[src/rtl/multitap_keypad_scanner.sv]
// Column-scanned keypad with frame debounce and multi-tap A-Z entry; AUTO_COMMIT_EN commits on tap timeout.
// FSM outputs register one cycle after a debounced press; no backpressure, strobes are single-cycle.
module multitap_keypad_scanner #(
    parameter int NUM_ROWS        = 4,
    parameter int NUM_COLS        = 4,
    parameter int SCAN_DIV        = 100,
    parameter int DEBOUNCE_FRAMES = 4,
    parameter int TAP_TIMEOUT     = 300,
    parameter int SUBMIT_KEY      = 12,
    parameter int CLEAR_KEY       = 15
) (
    input  logic                clk,
    input  logic                rst,
    input  logic [NUM_ROWS-1:0] row_in,
    output logic [NUM_COLS-1:0] col_out,
    output logic [7:0]          letter,
    output logic                letter_pending,
    output logic [7:0]          char_out,
    output logic                char_valid,
    output logic                clear_pulse,
    output logic                multi_err
);
    localparam int NUM_KEYS = NUM_ROWS * NUM_COLS;
    localparam int KW       = $clog2(NUM_KEYS + 1);
    localparam int DIV_W    = (SCAN_DIV > 1) ? $clog2(SCAN_DIV) : 1;
    localparam int COL_W    = (NUM_COLS > 1) ? $clog2(NUM_COLS) : 1;
    localparam int DEB_W    = $clog2(DEBOUNCE_FRAMES + 1);
    localparam int TW       = $clog2(TAP_TIMEOUT + 1);
    localparam logic [KW-1:0] NONE = KW'(NUM_KEYS);

    typedef enum logic {IDLE, TAP} state_t;

    logic [DIV_W-1:0] div_cnt;
    logic [COL_W-1:0] col_idx;
    logic             slot_end, frame_end;
    logic [1:0]       acc_hits, slot_hits, tot_hits;
    logic [2:0]       hit_sum;
    logic [KW-1:0]    acc_key, slot_key, tot_key, frame_res;
    logic [KW-1:0]    cand, stable, press_key, cur_key, cur_key_n;
    logic [DEB_W-1:0] cand_cnt, deb_next;
    logic             press_vld;

    state_t           state, state_n;
    logic [7:0]       letter_n, char_out_n, base_ch;
    logic [1:0]       tap_idx, tap_idx_n, idx_next, size_m1;
    logic [TW-1:0]    tmo_cnt, tmo_n;
    logic             char_valid_n, clear_n, timed_out, is_letter;
    int               grp;

    assign slot_end  = (div_cnt == DIV_W'(SCAN_DIV - 1));
    assign frame_end = slot_end && (col_idx == COL_W'(NUM_COLS - 1));

    always_comb begin
        col_out          = '0;
        col_out[col_idx] = 1'b1;
    end

    // Hit count saturates at 2: only "none / one / several" matters per frame.
    always_comb begin
        slot_hits = 2'd0;
        slot_key  = '0;
        for (int r = 0; r < NUM_ROWS; r++) begin
            if (row_in[r]) begin
                if (slot_hits != 2'd2) slot_hits = slot_hits + 2'd1;
                slot_key = KW'(r * NUM_COLS) + KW'(col_idx);
            end
        end
        hit_sum  = {1'b0, acc_hits} + {1'b0, slot_hits};
        tot_hits = (hit_sum > 3'd2) ? 2'd2 : hit_sum[1:0];
        tot_key  = (slot_hits != 2'd0) ? slot_key : acc_key;
        frame_res = (tot_hits == 2'd1) ? tot_key : NONE;
        if (frame_res == cand)
            deb_next = (cand_cnt == DEB_W'(DEBOUNCE_FRAMES)) ? cand_cnt : cand_cnt + 1'b1;
        else
            deb_next = DEB_W'(1);
    end

    always_ff @(posedge clk) begin
        if (rst) begin
            div_cnt   <= '0;
            col_idx   <= '0;
            acc_hits  <= 2'd0;
            acc_key   <= '0;
            multi_err <= 1'b0;
            cand      <= NONE;
            cand_cnt  <= '0;
            stable    <= NONE;
            press_vld <= 1'b0;
            press_key <= NONE;
        end else begin
            press_vld <= 1'b0;
            if (slot_end) begin
                div_cnt <= '0;
                col_idx <= frame_end ? '0 : col_idx + 1'b1;
                if (frame_end) begin
                    acc_hits  <= 2'd0;
                    acc_key   <= '0;
                    multi_err <= (tot_hits == 2'd2);
                    cand      <= frame_res;
                    cand_cnt  <= deb_next;
                    if (deb_next >= DEB_W'(DEBOUNCE_FRAMES) && frame_res != stable) begin
                        stable    <= frame_res;
                        press_vld <= (frame_res != NONE);
                        press_key <= frame_res;
                    end
                end else begin
                    acc_hits <= tot_hits;
                    acc_key  <= tot_key;
                end
            end else begin
                div_cnt <= div_cnt + 1'b1;
            end
        end
    end

    // Letter group: key index minus the special keys that precede it.
    always_comb begin
        grp = int'(press_key);
        if (int'(press_key) > SUBMIT_KEY) grp = grp - 1;
        if (int'(press_key) > CLEAR_KEY) grp = grp - 1;
        is_letter = (int'(press_key) != SUBMIT_KEY) && (int'(press_key) != CLEAR_KEY) &&
                    (int'(press_key) < NUM_KEYS) && (grp <= 8);
        base_ch   = 8'(65 + 3 * grp);
        size_m1   = (grp == 8) ? 2'd1 : 2'd2;
        idx_next  = (tap_idx == size_m1) ? 2'd0 : tap_idx + 2'd1;
    end

    always_comb begin
        state_n      = state;
        letter_n     = letter;
        tap_idx_n    = tap_idx;
        cur_key_n    = cur_key;
        tmo_n        = tmo_cnt;
        char_out_n   = 8'h00;
        char_valid_n = 1'b0;
        clear_n      = 1'b0;
        timed_out    = (tmo_cnt == TW'(TAP_TIMEOUT));
        if (state == TAP && !timed_out) tmo_n = tmo_cnt + 1'b1;
        if (press_vld) tmo_n = '0;

        if (press_vld && int'(press_key) == CLEAR_KEY) begin
            clear_n   = 1'b1;
            state_n   = IDLE;
            letter_n  = 8'h00;
            tap_idx_n = 2'd0;
        end else if (press_vld && int'(press_key) == SUBMIT_KEY) begin
            if (state == TAP) begin
                char_out_n   = letter;
                char_valid_n = 1'b1;
                state_n      = IDLE;
                letter_n     = 8'h00;
                tap_idx_n    = 2'd0;
            end
        end else if (press_vld && is_letter) begin
            if (state == TAP && press_key == cur_key && !timed_out) begin
                tap_idx_n = idx_next;
                letter_n  = base_ch + {6'd0, idx_next};
            end else begin
                state_n   = TAP;
                letter_n  = base_ch;
                tap_idx_n = 2'd0;
                cur_key_n = press_key;
            end
        end
`ifdef AUTO_COMMIT_EN
        else if (state == TAP && timed_out) begin
            char_out_n   = letter;
            char_valid_n = 1'b1;
            state_n      = IDLE;
            letter_n     = 8'h00;
            tap_idx_n    = 2'd0;
        end
`endif
        if (state_n == IDLE) tmo_n = '0;
    end

    always_ff @(posedge clk) begin
        if (rst) begin
            state       <= IDLE;
            letter      <= 8'h00;
            tap_idx     <= 2'd0;
            cur_key     <= NONE;
            tmo_cnt     <= '0;
            char_out    <= 8'h00;
            char_valid  <= 1'b0;
            clear_pulse <= 1'b0;
        end else begin
            state       <= state_n;
            letter      <= letter_n;
            tap_idx     <= tap_idx_n;
            cur_key     <= cur_key_n;
            tmo_cnt     <= tmo_n;
            char_out    <= char_out_n;
            char_valid  <= char_valid_n;
            clear_pulse <= clear_n;
        end
    end

    assign letter_pending = (state == TAP);
endmodule

[config.mk]
export PLATFORM = sky130hd
export DESIGN_NAME = multitap_keypad_scanner
export DESIGN_NICKNAME = d
export VERILOG_FILES = /design/src/rtl/multitap_keypad_scanner.sv
export SDC_FILE = /design/constraint.sdc
export NUM_CORES = 1
export LEC_CHECK = 0
export BUFFER_PORTS_ARGS = -buffer_cell sky130_fd_sc_hd__buf_2
export CAP_MARGIN = 20
export CORE_ASPECT_RATIO = 1.2
export CORE_MARGIN = 4
export CORE_UTILIZATION = 45
export DETAILED_ROUTE_END_ITERATION = 12
export PLACE_DENSITY = 0.71
export SYNTH_ARGS = -nofsm -noshare
export SYNTH_HDL_FRONTEND = slang
export SYNTH_SLANG_ARGS = --single-unit
[constraint.sdc]
create_clock -name clk -period 5.86 [get_ports clk]
set_input_delay 0.586 -clock clk [delete_from_list [all_inputs] [get_ports clk]]
set_output_delay 0.586 -clock clk [all_outputs]
set_load 0.02 [all_outputs]
# ---- After elaboration in Yosys (flattened, before gate mapping)
# Cells that the tools add are included.
dict set report totals {
  register_bits 66
  out_inout_bits 24
}
dict set report op_classes {
  add_sub_neg 16
  n_mul 1
  magnitude_cmp 8
  n_eq_ne 20
  n_mux 39
  bitwise_logic 8
  n_reduce_logical 25
}
# op n
set op_table {}
lappend op_table {{$mux 32} 2}
lappend op_table {{$eq 32x5->1 const B} 1}
lappend op_table {{$le 32x5->1 const B} 1}
lappend op_table {{$mul 3x32->8 const A} 1}
lappend op_table {{$mux 2} 16}
lappend op_table {{$mux 8} 4}
lappend op_table {{$sub 32x2->32 const B} 1}
lappend op_table {{$mux 5} 6}
lappend op_table {{$ne 5x5->1 const B} 3}
lappend op_table {{$logic_and 1x1->1} 12}
lappend op_table {{$add 2x1->2 const B} 5}
lappend op_table {{$add 4x2->5 const A} 2}
lappend op_table {{$eq 5x5->1} 2}
lappend op_table {{$eq 5x5->1 const B} 2}
lappend op_table {{$gt 5x4->1 const B} 2}
lappend op_table {{$add 9x1->9 const B} 1}
lappend op_table {{$eq 9x9->1 const B} 1}
lappend op_table {{$add 8x2->8} 1}
lappend op_table {{$add 8x8->8 const A} 1}
lappend op_table {{$mux 1} 8}
lappend op_table {{$ne 2x2->1 const B} 4}
lappend op_table {{$not 1->1} 8}
lappend op_table {{$reduce_or 4->1} 2}
lappend op_table {{$add 7x1->7 const B} 1}
lappend op_table {{other kinds (24)} 30}

# ---- Depth between registers and ports, before layout
# Gate-level depths: netlist (run 1).
dict set report depth {
  ltp_word 21
  mapped_depth 24
  mapped_depth_nobuf 23
}

# ---- Worst setup path after synthesis (run 1)
# Ideal clock, no wire load.
dict set report synth_timing {
  path_type {flip-flop to flip-flop}
  from {register press_key[0]}
  to {register letter[7]}
  setup_time_ns 0.117
  arrival_time_ns 4.363
  required_ns 5.743
  slack_ns 1.380
  stages_incl_launch_ff 20
  n_path_buf 1
  synth_period_minus_slack_ns 4.480
  cell_sequence {dfxtp_1 -> buf_4 -> inv_1 -> ha_1 -> and3b_4 -> o21ai_0 -> o31ai_1 -> ha_1 -> mux2i_1 -> ha_1 -> ha_1 -> ha_1 -> nand2_1 -> nor2_1 -> and4_1 -> or4_4 -> o21ai_1 -> and4bb_2 -> xnor2_1 -> a32o_1}
}
dict set report synth_via {
  elab_chain_cells 12
  elab_cells_between_ends 35
  classes_between {add/sub: 4; mul: 1; order compare: 4; eq/ne: 8; mux: 7; reduce/logical: 11}
}
# element line
set synth_lines {}
lappend synth_lines {{start: declaration} 39} ;# logic [KW-1:0] cand, stable, press_key, cur_key, cur_key_n;
lappend synth_lines {{start signal: assignment} 104} ;# press_key <= frame_res;
lappend synth_lines {{parallel branches: the longest is 12 deep, another holds $sub 32x2->32} n/a}
lappend synth_lines {{end signal: assignment} 189} ;# letter <= letter_n;
lappend synth_lines {{end: declaration} 16} ;# output logic [7:0] letter,
# Several ways; the timed one is not identified. The select of a mux whose other input is x is not followed.
# A chain may end at the register's enable or synchronous reset.

# ---- Final worst setup path (run 1)
# Ends and elaborated chain as after synthesis.

==> summary.txt, run 1 <==
clock-pin slew of the registers on the worst-case setup and hold paths -> 0.06 ns
buffers inserted during post-CTS setup optimization -> 0
headroom to the max-slew limit -> 0.542
setup repair after global routing missed its margin -> false
Row Count -> 39
number of violations reported at the end of detailed-routing iteration 0 -> 134
dpl ws -> 0.826 ns
worst min-delay path category -> reg2reg
worst path required time -> 6.08 ns
Post-DRT Antenna Nets -> 0
Post-Route Skew -> 0.00820 ns
sequential cell area fraction in the yosys report -> 0.302
first-pass GRT wire length -> 15400 um
TritonCTS clock tree -> yes
Gates resized, CTS repair -> 0
wire length after detailed routing -> 8720 um
routability congestion estimate from global placement -> 0.805
number of hold-slack violations in the final timing report -> 0
YS warnings -> 0
maximum number of pins on one net before global-route repair -> 32
total routing resource utilization after global routing -> 0.161
Slew Limit Fails -> 0
starting utilization of the core area -> 0.460
Post-Syn Area -> 4370 um^2
Port-buffer cells -> 29
Reg power frac -> 0.407
floorplan die width -> 98 um
number of nets in the final layout -> 603
DRC violations left -> 0
final antenna diode count -> 0
critical path data arrival time -> 5.23 ns
dpl hpwl -> 6620 um
element type at the critical path end -> flip-flop
Skew-Pair Late Insertion Delay -> 0.33 ns
switching power total -> 255 uW
EDFF count, synth -> 0
Worst Max-Slew Pin Slew -> 0.681 ns
top flip-flop cell by instance count after synthesis -> sky130_fd_sc_hd__dfxtp_1
synthesized netlist cell count -> 515
critical setup path kind -> reg2reg
count of hold-fix buffers inserted at cts -> 0
max capacitance violation total -> 0
via count of the first global-routing pass -> 3630
maximum vdd drop -> 0.166 mV
share of the clock period used by the worst path -> 0.855
area of the core -> 9520 um^2
net switching fraction of the power -> 0.230
area growth from synthesis to layout -> 13.2%
count of pins on the block boundary -> 30
total of endpoints with negative setup slack in the final report -> 0
outcome -> finished clean
Gate power share -> 0.070
leakage power of the design -> 0.00210 uW
Routed WL per cell -> 12.9 um
internal power -> 857 uW
synthesis-stage register bit count -> 66
detailed-routing iteration count for the pre-antenna-repair pass -> 4
proportion of synthesized flip-flops having asynchronous set or reset -> 0
clock network fraction of total power -> 0.524
share of post-route cells with drive strength above 1 -> 0.114
number of distinct library cells after synthesis -> 67
routed vias -> 3652
minimum period implied by the final worst setup slack -> 5.01 ns
via density per instance -> 5.40
Startpoint Class -> flip-flop
Sum Neg Setup Slack -> 0 ns
most frequent cells in the layout -> sky130_fd_sc_hd__dfxtp_1, sky130_fd_sc_hd__nor2_1, sky130_fd_sc_hd__nand2_1
H-Tree Depth -> 3
TritonCTS Buffers -> 9
overflow left after global routing -> 0
floorplan die height -> 116 um
Clock Root Buffer -> sky130_fd_sc_hd__clkbuf_16
Die Footprint -> 11400 um^2
antenna violations before repair -> 0
worst path setup slack after routing -> 0.850 ns
mean cell area of the mapped netlist -> 8.49 um^2
maximum clock frequency -> 0.200 GHz
sinks on the clock net -> 66
largest fanout on the critical path -> 12
total power per unit cell area -> 225 nW/um^2
most common cell after layout, fill and taps aside -> sky130_fd_sc_hd__dfxtp_1
maximum buffer depth of the clock tree -> 2
-- cells in the mapped netlist, types with 12 or more instances --
| library cell | number | share of area |
|---|---|---|
| sky130_fd_sc_hd__dfxtp_1 | 66 | 0.30 |
| sky130_fd_sc_hd__nor2_1 | 62 | 0.053 |
| sky130_fd_sc_hd__nand2_1 | 53 | 0.045 |
| sky130_fd_sc_hd__ha_1 | 47 | 0.13 |
| sky130_fd_sc_hd__inv_1 | 36 | 0.031 |
| sky130_fd_sc_hd__xnor2_1 | 25 | 0.050 |
| sky130_fd_sc_hd__a21oi_1 | 22 | 0.025 |
| sky130_fd_sc_hd__nand3_1 | 17 | 0.019 |
| sky130_fd_sc_hd__xor2_1 | 17 | 0.034 |
| sky130_fd_sc_hd__mux2i_1 | 16 | 0.037 |
| sky130_fd_sc_hd__o21ai_0 | 13 | 0.015 |
| sky130_fd_sc_hd__and2_1 | 12 | 0.017 |
| sky130_fd_sc_hd__nor3_1 | 12 | 0.014 |
-- layer usage --
layer  GRT usage  vias to the layer above  part of all wire
met4      0.0536                        0             0.016
met5           0                        -                 0
met3      0.0403                       13             0.034
met2       0.316                       65              0.54
met1       0.166                     1748              0.41
li1            -                     1826                 -
-- logic make-up (layout without fill, tap and decap cells) --
group / after synthesis / in the layout / synth area share
XOR/XNOR: 42 / 42 / 0.0841
buffers and inverters: 51 / 81 / 0.0489
AO/OA/AOI/OAI: 79 / 79 / 0.133
AND/OR/NAND/NOR: 208 / 208 / 0.239
adder cells (fa/ha/maj): 49 / 49 / 0.144
flip-flops: 66 / 66 / 0.302
other: 1 / 9 / 0.000857
multiplexers: 19 / 19 / 0.0486
-- cell type report --
class                           instances  area [um^2]
Clock buffer                            9          225
Clock inverter                          7          100
Fill cell                             926         4570
Inverter                               36          135
Multi-Input combinational cell        406         2870
Sequential cell                        66         1320
Tap cell                              123          154
Timing Repair Buffer                   29          145
-- critical path: stages, from the launching register on --
cell and delay, ns:
sky130_fd_sc_hd__dfxtp_1 0.55, sky130_fd_sc_hd__inv_1 0.13, sky130_fd_sc_hd__ha_1 0.27, sky130_fd_sc_hd__and3b_4 0.35
sky130_fd_sc_hd__o21ai_0 0.08, sky130_fd_sc_hd__o31ai_1 0.14, sky130_fd_sc_hd__ha_1 0.32, sky130_fd_sc_hd__mux2i_1 0.49
sky130_fd_sc_hd__ha_1 0.35, sky130_fd_sc_hd__ha_1 0.20, sky130_fd_sc_hd__ha_1 0.33, sky130_fd_sc_hd__nand2_1 0.12
sky130_fd_sc_hd__nor2_1 0.05, sky130_fd_sc_hd__and4_1 0.20, sky130_fd_sc_hd__or4_4 0.55, sky130_fd_sc_hd__o21ai_1 0.17
sky130_fd_sc_hd__and4bb_2 0.25, sky130_fd_sc_hd__xnor2_1 0.12, sky130_fd_sc_hd__a32o_1 0.20
-- flip-flops by register name, summed over array words and instances (netlist names) --
register	count
letter	8
press_key	5
press_vld	1
char_valid	1
multi_err	1
tmo_cnt	9
cand	5
acc_hits	2
char_out	8
div_cnt	7
clear_pulse	1
acc_key	5
tap_idx	2
col_idx	2
cand_cnt	3
cur_key	5
letter_pending	1
-- power by group through the flow --
stage / combinational, uW / clock, uW / sequential, uW
after floorplan: 61.9 / 0 / 462
after global placement: 75.7 / 0 / 462
after detailed placement: 78.3 / 0 / 462
after CTS: 78.8 / 591 / 452
after global routing: 88.4 / 613 / 452
final: 77.7 / 582 / 452
-- stage by stage --
step	power (uW)	cell area, um^2	utilization	std cells	hold WS, ns
finish	1110	4950	0.520	676	0.466
global route	1150	4950	0.520	676	0.483
detailed placement	541	4620	0.486	660	0.452
floorplan	524	4400	-	523	0.430
global placement	538	4620	0.486	660	0.442
CTS	1120	4950	0.520	676	0.471
-- final timing paths --
path	startpoint	endpoint	slack [ns]	depth (start not counted)
setup / recovery	press_key[0]	letter[7]	0.85	18
hold / removal	letter[4]	char_out[4]	0.47	2
setup reg to reg	press_key[0]	letter[7]	0.85	18
hold reg to reg	letter[4]	char_out[4]	0.47	2
No activity file was read; power rests on OpenSTA's default activity.
==> run 2: changes to the inputs <==
clock period = 5.3 ns   (was 5.86 ns; I/O delays follow)
==> summary.txt, run 2 (synthesis results as in run 1) <==
worst path setup slack after routing -> 0.442 ns (-0.409 ns)
wire length after detailed routing -> 8310 um (-4.7%)
floorplan die width -> 98 um (unchanged)
max capacitance violation total -> 0 (unchanged)
maximum buffer depth of the clock tree -> 2 (unchanged)
Row Count -> 39 (unchanged)
overflow left after global routing -> 0 (unchanged)
slowest stage delay, CP -> 0.56 ns (about the same)
slowest library cell on the worst path -> sky130_fd_sc_hd__dfxtp_1
Port-buffer cells -> 29 (unchanged)
detailed-routing iteration count for the pre-antenna-repair pass -> 4 (unchanged)
minimum period implied by the final worst setup slack -> 4.86 ns (-0.151 ns)
floorplan die height -> 116 um (unchanged)
number of violations reported at the end of detailed-routing iteration 0 -> 113 (-16%)
slack of the worst reg-to-reg path -> 0.44 ns (-0.41 ns)
R2R cell count -> 18 (unchanged)
Die Footprint -> 11400 um^2 (unchanged)
most frequent cells in the layout -> sky130_fd_sc_hd__dfxtp_1, sky130_fd_sc_hd__nor2_1, sky130_fd_sc_hd__nand2_1
maximum clock frequency -> 0.206 GHz (+3.1%)
capture instance of the worst register-to-register path -> letter[7]
worst min-delay path category -> reg2reg
routed vias -> 3514 (-3.8%)
Largest regs -> tmo_cnt: 9 flops, char_out: 8 flops, letter: 8 flops
Post-Route Skew -> 0.0112 ns (+0.00295 ns)
Gates resized, CTS repair -> 0 (unchanged)
number of nets in the final layout -> 604 (+0.17%)
Clock Root Buffer -> sky130_fd_sc_hd__clkbuf_16
Worst Max-Slew Pin Slew -> 0.673 ns (-0.00790 ns)
antenna violations before repair -> 0 (unchanged)
max FFs per register -> 9 (unchanged)
Routed WL per cell -> 12.3 um (-4.8%)
Slew Limit Fails -> 0 (unchanged)
share of the clock period used by the worst path -> 0.917 (+0.0617)
total power per unit cell area -> 239 nW/um^2 (+6.3%)
number of hold-slack violations in the final timing report -> 0 (unchanged)
H-Tree Depth -> 3 (unchanged)
dpl ws -> 0.442 ns (-0.384 ns)
Skew-Pair Late Insertion Delay -> 0.33 ns (about the same)
total routing resource utilization after global routing -> 0.158 (-0.00298)
Hold Path Depth -> 2 (unchanged)
Most common cell on crit path -> sky130_fd_sc_hd__ha_1
Sum Neg Setup Slack -> 0 ns (unchanged)
setup repair after global routing missed its margin -> false
starting utilization of the core area -> 0.460 (unchanged)
hold path startpoint -> letter[4]
Post-DRT Antenna Nets -> 0 (unchanged)
first-pass GRT wire length -> 15000 um (-2.2%)
Final Cell Area -> 4930 um^2 (-0.30%)
most common cell after layout, fill and taps aside -> sky130_fd_sc_hd__dfxtp_1
element type at the critical path end -> flip-flop
area of the core -> 9520 um^2 (unchanged)
maximum vdd drop -> 0.175 mV (+5.0%)
critical setup path kind -> reg2reg
TritonCTS Buffers -> 9 (unchanged)
clock-pin slew of the registers on the worst-case setup and hold paths -> 0.06 ns (about the same)
Startpoint Class -> flip-flop
maximum number of pins on one net before global-route repair -> 32 (unchanged)
reg-to-reg critical path startpoint -> press_key[0]
final antenna diode count -> 0 (unchanged)
area growth from synthesis to layout -> 12.8%
TritonCTS clock tree -> yes
sinks on the clock net -> 66 (unchanged)
dpl hpwl -> 6370 um (-3.7%)
critical path data arrival time -> 5.08 ns (-0.15 ns)
leakage power of the design -> 0.00210 uW (-0.22%)
instance area after placement -> 4630 um^2 (+0.16%)
total of endpoints with negative setup slack in the final report -> 0 (unchanged)
count of hold-fix buffers inserted at cts -> 0 (unchanged)
routability congestion estimate from global placement -> 0.802 (-0.36%)
share of post-route cells with drive strength above 1 -> 0.116 (+0.00160)
worst path cell trace -> inv_1, ha_1, and3b_4, o31ai_1, ha_1, and3_1, or2_2, inv_1, ha_1, ha_1, ha_1, nor2_1, and4_1, or4_4, o21ai_1, and4bb_2, xnor2_1, a32o_1
buffers inserted during post-CTS setup optimization -> 0 (unchanged)
worst path required time -> 5.52 ns (-0.56 ns)
register with the most flip-flops -> tmo_cnt
largest fanout on the critical path -> 12 (unchanged)
worst hold endpoint -> char_out[4]
DRC violations left -> 0 (unchanged)
count of pins on the block boundary -> 30 (unchanged)
via count of the first global-routing pass -> 3466 (-4.5%)
headroom to the max-slew limit -> 0.551 (+0.00934)
outcome -> finished clean
utilization after layout -> 0.519 (-0.00158)
via density per instance -> 5.19 (-3.9%)
==> run 2: cell count changes in the layout (fill, tap and decap cells not counted), sizes merged <==
cell	before	now
buf	29	30
bufinv	2	1
clkinv	3	4
==> run 2: metrics by stage <==
stage	power, uW	hold slack (ns)	cells
2_1_floorplan	579	0.430	523
3_3_place_gp	595	0.441	661
3_5_place_dp	597	0.456	661
4_1_cts	1200	0.468	677
5_1_grt	1230	0.486	677
6_report	1180	0.462	677
==> run 2: metal layers <==
metal | global-route usage | part of all wire | vias to the layer above | routed length [um]
met5 | 0 | 0 | - | 0
met4 | 0.0711 | 0.015 | 0 | 121
met3 | 0.0361 | 0.030 | 8 | 250
met2 | 0.290 | 0.53 | 46 | 4370
met1 | 0.174 | 0.43 | 1624 | 3570
li1 | - | - | 1836 | -
==> run 2: worst max-delay path by stage <==
| stage | slack (ns) | from | cells after the start | endpoint |
|---|---|---|---|---|
| after global routing | 0.04 | press_key[0] | 19 | letter[7] |
| final | 0.44 | press_key[0] | 18 | letter[7] |
| after detailed placement | 0.44 | press_key[0] | 18 | letter[7] |
| after global placement | 0.62 | press_key[0] | 18 | letter[7] |
| after floorplan | 0.82 | press_key[0] | 19 | letter[7] |
| after CTS | 0.45 | press_key[0] | 18 | letter[7] |
==> run 2: where the power goes <==
group / internal (uW) / switching, uW / total (uW)
logic: 34.0 / 51.2 / 85.3
registers: 498 / 1.91 / 500
clock network: 368 / 225 / 594
total: 901 / 279 / 1180
==> run 2: critical path: cells and delay by family, from the launching register on <==
| kind | cells | cell delay [ns] |
|---|---|---|
| AOI/OAI and AO/OA | 3 | 0.49 |
| adders and majority gates | 5 | 1.43 |
| and+or+nand+nor | 7 | 1.95 |
| DFF | 1 | 0.56 |
| buffers and inverters | 2 | 0.23 |
| xor gates and xnor gates | 1 | 0.12 |
==> run 2: layout make-up <==
cell class / instances / area (um^2)
fillers: 906 / 4580
clock buffers: 9 / 225
well taps: 123 / 154
flip-flops and latches: 66 / 1320
inverters: 36 / 135
clock inverters: 7 / 77.6
multi-input cells: 406 / 2870
repair buffers: 30 / 153
==> run 3: changes to the inputs <==
CORE_UTILIZATION = 55   (was 45)
CTS_BUF_LIST = sky130_fd_sc_hd__clkbuf_4 sky130_fd_sc_hd__clkbuf_8   (was default)
PLACE_DENSITY = default   (was 0.71)
PLACE_DENSITY_LB_ADDON = 0.25   (was default)
==> summary.txt, run 3 (synthesis results as in run 1) <==
area of the core -> 7710 um^2 (-19%)
maximum number of pins on one net before global-route repair -> 32 (unchanged)
total routing resource utilization after global routing -> 0.192 (+0.0343)
Min Hold Slack -> 0.473 ns (+0.0114 ns)
via density per instance -> 5.46 (+5.1%)
reg-to-reg critical path startpoint -> press_key[0]
floorplan die width -> 89.4 um (-8.8%)
worst min-delay path category -> reg2reg
Largest regs -> tmo_cnt: 9 flops, char_out: 8 flops, letter: 8 flops
Worst Max-Slew Pin Slew -> 0.682 ns (+0.00824 ns)
number of nets in the final layout -> 604 (unchanged)
setup repair after global routing missed its margin -> false
critical setup path kind -> reg2reg
worst path setup slack after routing -> 0.461 ns (+0.0194 ns)
share of the clock period used by the worst path -> 0.913 (-0.00365)
total power per unit cell area -> 212 nW/um^2 (-11%)
most frequent cells in the layout -> sky130_fd_sc_hd__dfxtp_1, sky130_fd_sc_hd__nor2_1, sky130_fd_sc_hd__nand2_1
overflow left after global routing -> 0 (unchanged)
dpl hpwl -> 6420 um (+0.73%)
Post-DRT Antenna Nets -> 0 (unchanged)
Final Instance Count excl. Fillers -> 646 (-4.6%)
maximum clock frequency -> 0.207 GHz (+0.40%)
launch point of the worst path -> press_key[0]
Slew Limit Fails -> 0 (unchanged)
clock-pin slew of the registers on the worst-case setup and hold paths -> 0.08 ns (+0.02 ns)
most common cell after layout, fill and taps aside -> sky130_fd_sc_hd__dfxtp_1
Sum Neg Setup Slack -> 0 ns (unchanged)
Hold Path Depth -> 2 (unchanged)
Row Count -> 35 (-10%)
final antenna diode count -> 0 (unchanged)
Clock Root Buffer -> sky130_fd_sc_hd__clkbuf_8
dpl cells -> 630 (-4.7%)
Gates resized, CTS repair -> 0 (unchanged)
worst path required time -> 5.55 ns (+0.03 ns)
routed vias -> 3525 (+0.31%)
TritonCTS clock tree -> yes
minimum period implied by the final worst setup slack -> 4.84 ns (-0.0194 ns)
max FFs per register -> 9 (unchanged)
maximum buffer depth of the clock tree -> 2 (unchanged)
DRC violations left -> 0 (unchanged)
starting utilization of the core area -> 0.568 (+0.108)
R2R cell count -> 18 (unchanged)
critical path data arrival time -> 5.08 ns (about the same)
Die Footprint -> 9450 um^2 (-17%)
headroom to the max-slew limit -> 0.546 (-0.00550)
routability congestion estimate from global placement -> 0.852 (+6.2%)
count of fill cells added during filler insertion -> 666 (-26%)
H-Tree Depth -> 3 (unchanged)
register with the most flip-flops -> tmo_cnt
share of post-route cells with drive strength above 1 -> 0.116 (unchanged)
number of hold-slack violations in the final timing report -> 0 (unchanged)
leakage power of the design -> 0.00205 uW (-2.3%)
antenna violations before repair -> 0 (unchanged)
sinks on the clock net -> 66 (unchanged)
area growth from synthesis to layout -> 9.55%
max capacitance violation total -> 0 (unchanged)
outcome -> finished clean
hold path startpoint -> cand[3]
Routed WL per cell -> 13.3 um (+8.1%)
largest fanout on the critical path -> 12 (unchanged)
count of pins on the block boundary -> 30 (unchanged)
Post-Route Skew -> 0.0147 ns (+0.00351 ns)
via count of the first global-routing pass -> 3404 (-1.8%)
Startpoint Class -> flip-flop
count of hold-fix buffers inserted at cts -> 0 (unchanged)
Skew-Pair Late Insertion Delay -> 0.35 ns (+0.02 ns)
total of endpoints with negative setup slack in the final report -> 0 (unchanged)
element type at the critical path end -> flip-flop
TritonCTS Buffers -> 9 (unchanged)
floorplan die height -> 106 um (-8.9%)
dpl ws -> 0.473 ns (+0.0308 ns)
first-pass GRT wire length -> 14800 um (-1.4%)
maximum vdd drop -> 0.130 mV (-26%)
detailed-routing iteration count for the pre-antenna-repair pass -> 4 (unchanged)
Port-buffer cells -> 29 (unchanged)
buffers inserted during post-CTS setup optimization -> 0 (unchanged)
wire length after detailed routing -> 8580 um (+3.2%)
utilization after layout -> 0.622 (+0.103)
number of violations reported at the end of detailed-routing iteration 0 -> 145 (+28%)
## run 3: cell count changes in the layout (fill, tap and decap cells not counted)
cell / delta
sky130_fd_sc_hd__clkbuf_16: -9
sky130_fd_sc_hd__clkbuf_8: +9
sky130_fd_sc_hd__inv_6: +1
sky130_fd_sc_hd__inv_8: -1
## run 3: layout make-up
| class | instances | area, um^2 | share of cell area |
|---|---|---|---|
| Inverter | 36 | 135 | 0.0282 |
| Timing Repair Buffer | 30 | 153 | 0.0319 |
| Sequential cell | 66 | 1320 | 0.276 |
| Tap cell | 92 | 115 | 0.0240 |
| Clock inverter | 7 | 75.1 | 0.0157 |
| Clock buffer | 9 | 124 | 0.0258 |
| Multi-Input combinational cell | 406 | 2870 | 0.599 |
## run 3: worst paths after layout
kind	slack, ns	endpoint
setup / recovery	0.46	letter[7]
hold / removal	0.47	cand[3]
setup reg to reg	0.46	letter[7]
hold reg to reg	0.47	cand[3]
## run 3: report_power, final
part | internal (uW) | switching, uW
combinational | 34.2 | 52.0
sequential | 497 | 1.79
clock | 220 | 209
total | 752 | 263
## run 3: critical path, stage by stage (launching register included)
cell and delay [ns]:
sky130_fd_sc_hd__dfxtp_1 0.58, sky130_fd_sc_hd__inv_1 0.13, sky130_fd_sc_hd__ha_1 0.28, sky130_fd_sc_hd__and3b_4 0.36, sky130_fd_sc_hd__o31ai_1 0.11, sky130_fd_sc_hd__ha_1 0.25
sky130_fd_sc_hd__and3_1 0.18, sky130_fd_sc_hd__or2_2 0.33, sky130_fd_sc_hd__inv_1 0.09, sky130_fd_sc_hd__ha_1 0.23, sky130_fd_sc_hd__ha_1 0.29, sky130_fd_sc_hd__ha_1 0.35
sky130_fd_sc_hd__nor2_1 0.07, sky130_fd_sc_hd__and4_1 0.19, sky130_fd_sc_hd__or4_4 0.55, sky130_fd_sc_hd__o21ai_1 0.17, sky130_fd_sc_hd__and4bb_2 0.25, sky130_fd_sc_hd__xnor2_1 0.12
sky130_fd_sc_hd__a32o_1 0.20
## run 3: stage by stage
stage	power (uW)	cell area (um^2)
after floorplan	579	4400
after CTS	1030	4790
after detailed placement	597	4590
final	1010	4790
after global routing	1060	4790
after global placement	595	4590
## run 3: routing by layer
layer,GRT usage,vias up,wire [um]
li1,-,1823,-
met1,0.216,1637,3690
met2,0.350,50,4450
met3,0.0274,15,255
met4,0.0787,0,176
met5,0,-,0
